--- src/rtl/seq_mult_param.sv ---
// -----------------------------------------------------------------------------
// seq_mult_param
//   Radix-2 shift-add sequential multiplier with WIDTH-bit operands and a
//   2*WIDTH-bit product. Each operation selects signed or unsigned arithmetic.
//   Operands are turned into magnitudes when the operation is accepted, WIDTH
//   add/shift iterations run, and the sign is applied in one final cycle.
//   Latency is WIDTH+1 cycles from the accept edge to out_valid, for any
//   operand values.
//
// Ports
//   clk          rising-edge clock
//   reset        synchronous, active-high reset
//   in_valid     operands and mode are valid
//   in_ready     block can accept an operation (IDLE only)
//   in1          multiplicand, WIDTH bits
//   in2          multiplier, WIDTH bits
//   signed_mode  1 = two's-complement operands, 0 = unsigned
//   out_valid    result is valid
//   out_ready    consumer accepts the result
//   result       product, 2*WIDTH bits
//   dbg_state_o  current FSM state (0 IDLE, 1 CALC, 2 SIGN, 3 DONE)
//
// Handshake: a transfer happens on a rising edge where valid and ready are
// both high. Input side: in_ready is high only in IDLE; in_valid is ignored
// in every other state and is not queued. Output side: out_valid stays high
// and result stays stable until an edge with out_ready high. out_ready has
// no effect while out_valid is low.
// -----------------------------------------------------------------------------
module seq_mult_param #(
  parameter int WIDTH = 32,
  parameter int CNT_W = $clog2(WIDTH + 1)
) (
  input  logic                 clk,
  input  logic                 reset,
  input  logic                 in_valid,
  output logic                 in_ready,
  input  logic [WIDTH-1:0]     in1,
  input  logic [WIDTH-1:0]     in2,
  input  logic                 signed_mode,
  output logic                 out_valid,
  input  logic                 out_ready,
  output logic [2*WIDTH-1:0]   result,
  output logic [1:0]           dbg_state_o
);

  typedef enum logic [1:0] {
    S_IDLE = 2'd0,
    S_CALC = 2'd1,
    S_SIGN = 2'd2,
    S_DONE = 2'd3
  } state_e;

  localparam logic [CNT_W-1:0]   LAST_ITER = CNT_W'(WIDTH - 1);
  localparam logic [WIDTH-1:0]   ONE_W     = WIDTH'(1);
  localparam logic [2*WIDTH-1:0] ONE_2W    = (2*WIDTH)'(1);

  state_e               state_q;
  logic                 in_ready_q;
  logic                 out_valid_q;
  logic [2*WIDTH-1:0]   result_q;
  logic [WIDTH-1:0]     mcand_q;   // multiplicand magnitude
  logic [WIDTH-1:0]     mplier_q;  // multiplier magnitude, consumed LSB first
  logic [2*WIDTH:0]     acc_q;     // bit 2*WIDTH holds the carry of the add
  logic [CNT_W-1:0]     cnt_q;
  logic                 neg_q;

  logic [WIDTH-1:0]     mag1_d;
  logic [WIDTH-1:0]     mag2_d;
  logic                 neg_d;
  logic [WIDTH:0]       upper_sum_d;
  logic [2*WIDTH:0]     acc_added_d;
  logic [2*WIDTH:0]     acc_d;
  logic [2*WIDTH-1:0]   result_d;

  // Magnitudes at accept. The most-negative value negates to 2^(WIDTH-1),
  // which is still representable as an unsigned WIDTH-bit magnitude.
  always_comb begin
    mag1_d = in1;
    mag2_d = in2;
    if (signed_mode && in1[WIDTH-1]) mag1_d = (~in1) + ONE_W;
    if (signed_mode && in2[WIDTH-1]) mag2_d = (~in2) + ONE_W;
    neg_d = signed_mode & (in1[WIDTH-1] ^ in2[WIDTH-1]);
  end

  // One iteration: conditional add into the upper half, then shift right.
  // acc_q[2*WIDTH] is always zero entering an iteration (it was shifted out),
  // so the upper slice add cannot overflow WIDTH+1 bits.
  always_comb begin
    upper_sum_d = acc_q[2*WIDTH:WIDTH] + {1'b0, mcand_q};
    acc_added_d = acc_q;
    if (mplier_q[0]) acc_added_d = {upper_sum_d, acc_q[WIDTH-1:0]};
    acc_d = {1'b0, acc_added_d[2*WIDTH:1]};
  end

  // Sign fix-up. A zero magnitude negates back to zero.
  always_comb begin
    result_d = acc_q[2*WIDTH-1:0];
    if (neg_q) result_d = (~acc_q[2*WIDTH-1:0]) + ONE_2W;
  end

  always_ff @(posedge clk) begin
    if (reset) begin
      state_q     <= S_IDLE;
      in_ready_q  <= 1'b1;
      out_valid_q <= 1'b0;
      result_q    <= '0;
      mcand_q     <= '0;
      mplier_q    <= '0;
      acc_q       <= '0;
      cnt_q       <= '0;
      neg_q       <= 1'b0;
    end else begin
      case (state_q)
        S_IDLE: begin
          if (in_valid) begin
            mcand_q    <= mag1_d;
            mplier_q   <= mag2_d;
            neg_q      <= neg_d;
            acc_q      <= '0;
            cnt_q      <= '0;
            in_ready_q <= 1'b0;
            state_q    <= S_CALC;
          end
        end
        S_CALC: begin
          acc_q    <= acc_d;
          mplier_q <= mplier_q >> 1;
          cnt_q    <= cnt_q + CNT_W'(1);
          if (cnt_q == LAST_ITER) state_q <= S_SIGN;
        end
        S_SIGN: begin
          result_q    <= result_d;
          out_valid_q <= 1'b1;
          state_q     <= S_DONE;
        end
        S_DONE: begin
          // result_q is left untouched so the last product stays visible.
          if (out_ready) begin
            out_valid_q <= 1'b0;
            in_ready_q  <= 1'b1;
            state_q     <= S_IDLE;
          end
        end
        default: begin
          state_q     <= S_IDLE;
          in_ready_q  <= 1'b1;
          out_valid_q <= 1'b0;
        end
      endcase
    end
  end

  assign in_ready    = in_ready_q;
  assign out_valid   = out_valid_q;
  assign result      = result_q;
  assign dbg_state_o = state_q;

endmodule

--- config.mk ---
export PLATFORM = sky130hd
export DESIGN_NAME = seq_mult_param
export DESIGN_NICKNAME = d
export VERILOG_FILES = /design/src/rtl/seq_mult_param.sv
export SDC_FILE = /design/constraint.sdc
export NUM_CORES = 1
export LEC_CHECK = 0
export CAP_MARGIN = 40
export CORE_ASPECT_RATIO = 0.6
export CORE_UTILIZATION = 25
export DETAILED_ROUTE_END_ITERATION = 10
export GPL_TIMING_DRIVEN = 0
export PLACE_DENSITY = 0.47
export SYNTH_ARGS = -nofsm -noshare
export SYNTH_HDL_FRONTEND = slang
export SYNTH_SLANG_ARGS = --single-unit
--- constraint.sdc ---
create_clock -name clk -period 3.35 [get_ports clk]
set_clock_uncertainty 0.15 [all_clocks]
set_input_delay 0.67 -clock clk [delete_from_list [all_inputs] [get_ports clk]]
set_output_delay 0.67 -clock clk [all_outputs]
set_load 0.01 [all_outputs]
# Yosys cells after proc, flatten, opt, wreduce, memory -nomap -nowiden
# Cells that the tools add are included.
# op_classes
add_sub_neg,5
mul,0
div,0
order_cmp,0
n_eq_ne,7
n_shift,0
muxes,19
bitwise_logic,5
n_reduce_logical,11
# op_table
op,count
two-way mux 65 bit,2
case mux 65 bit (2 select lines),1
two-way mux 32 bit,3
adder 32 x 1 -> 32 bit (second input constant),2
adder 64 x 1 -> 64 bit (second input constant),1
two-way mux 64 bit,1
NOT 32 bit,2
NOT 64 bit,1
case mux 32 bit (2 select lines),1
adder 33 x 32 -> 33 bit,1
case mux 6 bit (2 select lines),1
case mux 2 bit (4 select lines),1
adder 6 x 1 -> 6 bit (second input constant),1
== test 6 x 5 -> 1 bit (second input constant),1
two-way mux 2 bit,3
two-way mux 6 bit,1
!= test 2 bit (second input constant),3
AND reduction 2 bit,3
AND reduction 3 bit,2
nonzero test 2 bit,3
== test 2 bit (second input constant),2
case mux 1 bit (2 select lines),2
two-way mux 1 bit,3
== test 2 x 1 -> 1 bit (second input constant),1
other kinds (4),5
# word_totals
ff_bits,204
latchBits,0
ram_bits,0
mem_bits_ro,0
inputBits,69
output_inout_bits,68
wordCells,56
mem_count,0

# Logic depth before layout (Yosys ltp)
# logic_depth
word_depth,5
mapped_depth,10
mapped_depth_nobuf,10

# Worst setup path after synthesis
# No wires, ideal clock.
# synth_timing
kind,in2reg
start,in in1[16]
end,reg mcand_q[29]
setup_time_ns,0.070
arrival_ns,2.740
required_ns,3.130
setup_slack_ns,0.390
stages,7
path_cell_list,or4_4 or4_4 or4_4 o41ai_2 xnor2_1 nand2_1 a21oi_1
# synth_via
elab_chain_cells,3
# synth_lines
item,line_no,text
from (decl),37,"input logic [WIDTH-1:0] in1,"
NOT 32 bit,80,if (signed_mode && in1[WIDTH-1]) mag1_d = (~in1) + ONE_W;
adder 32 x 1 -> 32 bit,80,
two-way mux 32 bit,80,
to (signal assigned),116,mcand_q <= mag1_d;
to (decl),61,logic [WIDTH-1:0] mcand_q;
# Every way passes these cells.
# A chain may end at the register's enable or synchronous reset.

# Worst setup path in the final report
# layout_timing
start,reg acc_q[45]
end,reg result_q[60] (netlist: result[60])
# layout_via
elab_chain_cells,3
# layout_lines
item,line_no,text
from (decl),63,logic [2*WIDTH:0] acc_q;
from (signal assigned),109,acc_q <= '0;
from (signal assigned),119,acc_q <= '0;
from (signal assigned),126,acc_q <= acc_d;
NOT 64 bit,98,if (neg_q) result_d = (~acc_q[2*WIDTH-1:0]) + ONE_2W;
adder 64 x 1 -> 64 bit,98,
two-way mux 64 bit,98,
to (signal assigned),132,result_q <= result_d;
to (decl),60,logic [2*WIDTH-1:0] result_q;
# Every way passes these cells.

==> metrics.csv <==
metric;value;unit
PnR worst setup slack;0.09664;ns
Slew Limit Fails;0;
sum of negative setup slack;0;ns
crit path time final;3.253;ns
Synth cell types;65;
CTS buffer count;23;
Final period util;97.12;%
unrepaired setup endpoints after global routing;no;
Sw Share;40.93;%
Mapped Avg Cell Area;8.037;um2
Synth warnings;0;
CP dominant cell by count;or4_1;
Synth Instances;1487;
CP max FO;8;
# fillers;5005;
Comb pwr share;40.7;%
DR WL met3;3.390;mm
Initial Utilization;25.59;%
die area;0.04871;mm2
Worst Hold Class;flop to flop;
FP Rows;61;
Final Cell Area;0.01492;mm2
EDFF count, synth;0;
Die Y;171.4;um
Flop pwr share;33.0;%
crit-path cells;or4_4 > or4_1 > buf_2 > or4_1 > a211oi_4 > o21ai_1 > xnor2_2 > o21ai_0;
core area;0.04671;mm2
vias in the first global route;11210;
cell family with most CP delay;simple AND/OR/NAND/NOR gates;
total grt overflow;0;
Worst VDD drop;0.3472;mV
pwr dens;660.2;mW/mm2
Int Pwr;5.818;mW
Finish-stage setup viols;0;
number of remaining DRC errors;0;
nets@finish;1759;
number of vias per cell;5.174;
Skew-Pair Late Insertion Delay;0.53;ns
vias after detailed routing;11880;
Sw Pwr;4.032;mW
Critical Path End Type;flop;
Synth top area share;34.00;%
met2 WL;17.94;mm
Mapped Nets;1597;
global-route wire length before repair;68.84;mm
initial antenna violation count;2;
Layout area overhead;24.84;%
CTS tree;done;
final hold slack;0.3028;ns
area of the multi-input gates;0.007466;mm2
Async S/R FF share, synth;0;%
register area;0.004064;mm2
Arr. time, crit path;3.50;ns
Routed WL per cell;19.59;um
dpl cell area;0.01411;mm2
Post-CTS Hold Fix Bufs;0;
clk slew on worst S/H paths;0.07;ns
Tot Pwr;9.850;mW
slew at the pin with the worst max-slew slack;0.8924;ns
share of cells above drive strength 1;4.207;%
clock share of power;26.3;%
wl on met1;22.96;mm
Final Hold Fails;0;
prevailing post-synth register cell;dfxtp_1;
Startpoint Class;flop;
postcts setup bufs;0;
post-synthesis register bit count;203;
Detail Route Antenna Nets;0;
CTS H-tree lvls;1;
Pre-Repair DR Iteration Count;7;
Critical Path RT;3.60;ns
slew margin rel.;40.51;%
CTS Root Cell;clkbuf_16;
Max Used Layer;met4;
clock buffer depth;3;
chip width;284.3;um
I/O Buffers;135;
Critical path buffers and inverters;1;
status;completed;
Synth Cell Area;0.01195;mm2
maximum clock frequency;307.4;MHz
largest net degree at the start of global routing;14;
Ports;137;
Yosys top cell by area;dfxtp_1;
max-cap viol count;0;
largest cells by area after synthesis;dfxtp_1 (34%), xor2_1 (7.0%), nor2_1 (5.9%);
drt total wl;44.97;mm
sequential-to-total area share from yosys stat;34.00;%
static leakage;5.437;nW
Final HPWL DP;34.86;mm
Setup WS pre-CTS;-0.5156;ns
critical path class;flop to flop;
Num Clock Sinks;203;
Tot GR Track Use;18.21;%
slowest stage delay, CP;0.61;ns
slowest CP cell;or4_4;
Placer Congestion;0.8946;
Iter 0 DRT Violations;925;
## synth_stat cells, types with 13 or more instances
master    instances
dfxtp_1         203
nor2_1          189
nand2_1         131
xor2_1           95
a21oi_1          81
clkbuf_1         79
o21ai_0          77
a211oi_1         70
a22oi_1          52
ha_1             40
xnor2_1          36
nor3_1           35
nand3_1          28
o31ai_1          28
a21o_1           26
inv_1            24
or3_1            21
buf_1            19
a31oi_1          18
mux2i_1          17
nand2b_1         17
o41ai_1          16
and3_1           13
nor2b_1          13
## sequential cells by signal, summed over array words and instances, names as in the netlist
register and flops:
acc_q 64, result 64, mcand_q 32, mplier_q 32
cnt_q 6, dbg_state_o 2, in_ready 1, neg_q 1
out_valid 1
## final timing paths
path                             start                        end  slack [ns]  cells past startpoint
max             acc_q[45]$_SDFFE_PP0P_    result[60]$_SDFFE_PP0P_         0.1                      8
min          mplier_q[12]$_SDFFE_PP0P_  mplier_q[12]$_SDFFE_PP0P_        0.30                      2
max reg2reg     acc_q[45]$_SDFFE_PP0P_    result[60]$_SDFFE_PP0P_         0.1                      8
min reg2reg  mplier_q[12]$_SDFFE_PP0P_  mplier_q[12]$_SDFFE_PP0P_        0.30                      2
## worst min-delay path, stage by stage (launching register included)
cell     delay, ns
dfxtp_1       0.30
nand2_1       0.05
a21oi_1       0.05
## cells in the final DEF, fill, tap and decap left out, drive strengths merged, types with 12 or more instances in the layout
cell             n
or4             18
nor4            12
ha              40
dfxtp          203
mux2i           17
nor3            37
o41ai           20
and3            13
clkbuf         108
a22oi           52
o21ai           79
xnor2           36
o21a            12
nand3           28
a211oi          72
nor2b           13
clkdlybuf4s50  135
or3             22
buf             22
nand2b          17
xor2            95
nor2           189
o211ai          12
a21o            26
o31ai           28
inv             25
a21oi           81
a31oi           18
nand2          131
## kinds of logic (layout without fill, tap and decap cells)
kind of cell	count (synthesis)	count (layout)	synth area share [%]
other	0	1	0
AND/OR/NAND/NOR	505	505	19.70
adder cells (fa/ha/maj)	41	41	4.355
XOR/XNOR	131	131	9.600
flip-flops	203	203	34.00
AO/OA/AOI/OAI	466	466	26.95
multiplexers	17	17	1.424
buffers and inverters	124	301	3.968
## layer usage
metal	vias up	track usage, %
li1	5794	-
met1	5638	27.75
met2	399	26.04
met3	44	3.435
met4	0	3.693
met5	-	0
## power by group through the flow
stage | combinational, mW | clock (mW) | sequential [mW]
after global placement | 3.93 | 0 | 3.30
after detailed placement | 3.96 | 0 | 3.31
final | 4.01 | 2.59 | 3.25
after floorplan | 2.32 | 0 | 3.29
after global routing | 4.39 | 2.76 | 3.31
after CTS | 3.97 | 2.65 | 3.26
## stage by stage
| stage | util, % | std cells |
|---|---|---|
| floorplan | - | 1487 |
| global placement | 30.17 | 2252 |
| detailed placement | 30.22 | 2254 |
| CTS | 31.84 | 2294 |
| global route | 31.94 | 2295 |
| finish | 31.94 | 2295 |
## final cells by class
cell class | count | share of cell area (%)
buffer | 100 | 2.574
timing repair buffer | 137 | 9.208
inverter | 24 | 0.6038
tap | 630 | 5.283
antenna | 1 | 0.01677
multi-input combinational | 1160 | 50.04
clock buffer | 29 | 4.277
sequential | 203 | 27.24
clock inverter | 11 | 0.7631
## what timing repair did
item,4_1_cts,5_1_grt
setup endpoints to repair,1,15
pin swaps,0,1
gates resized for setup,1,7
Note: power is estimated with default switching activity, not from simulation.
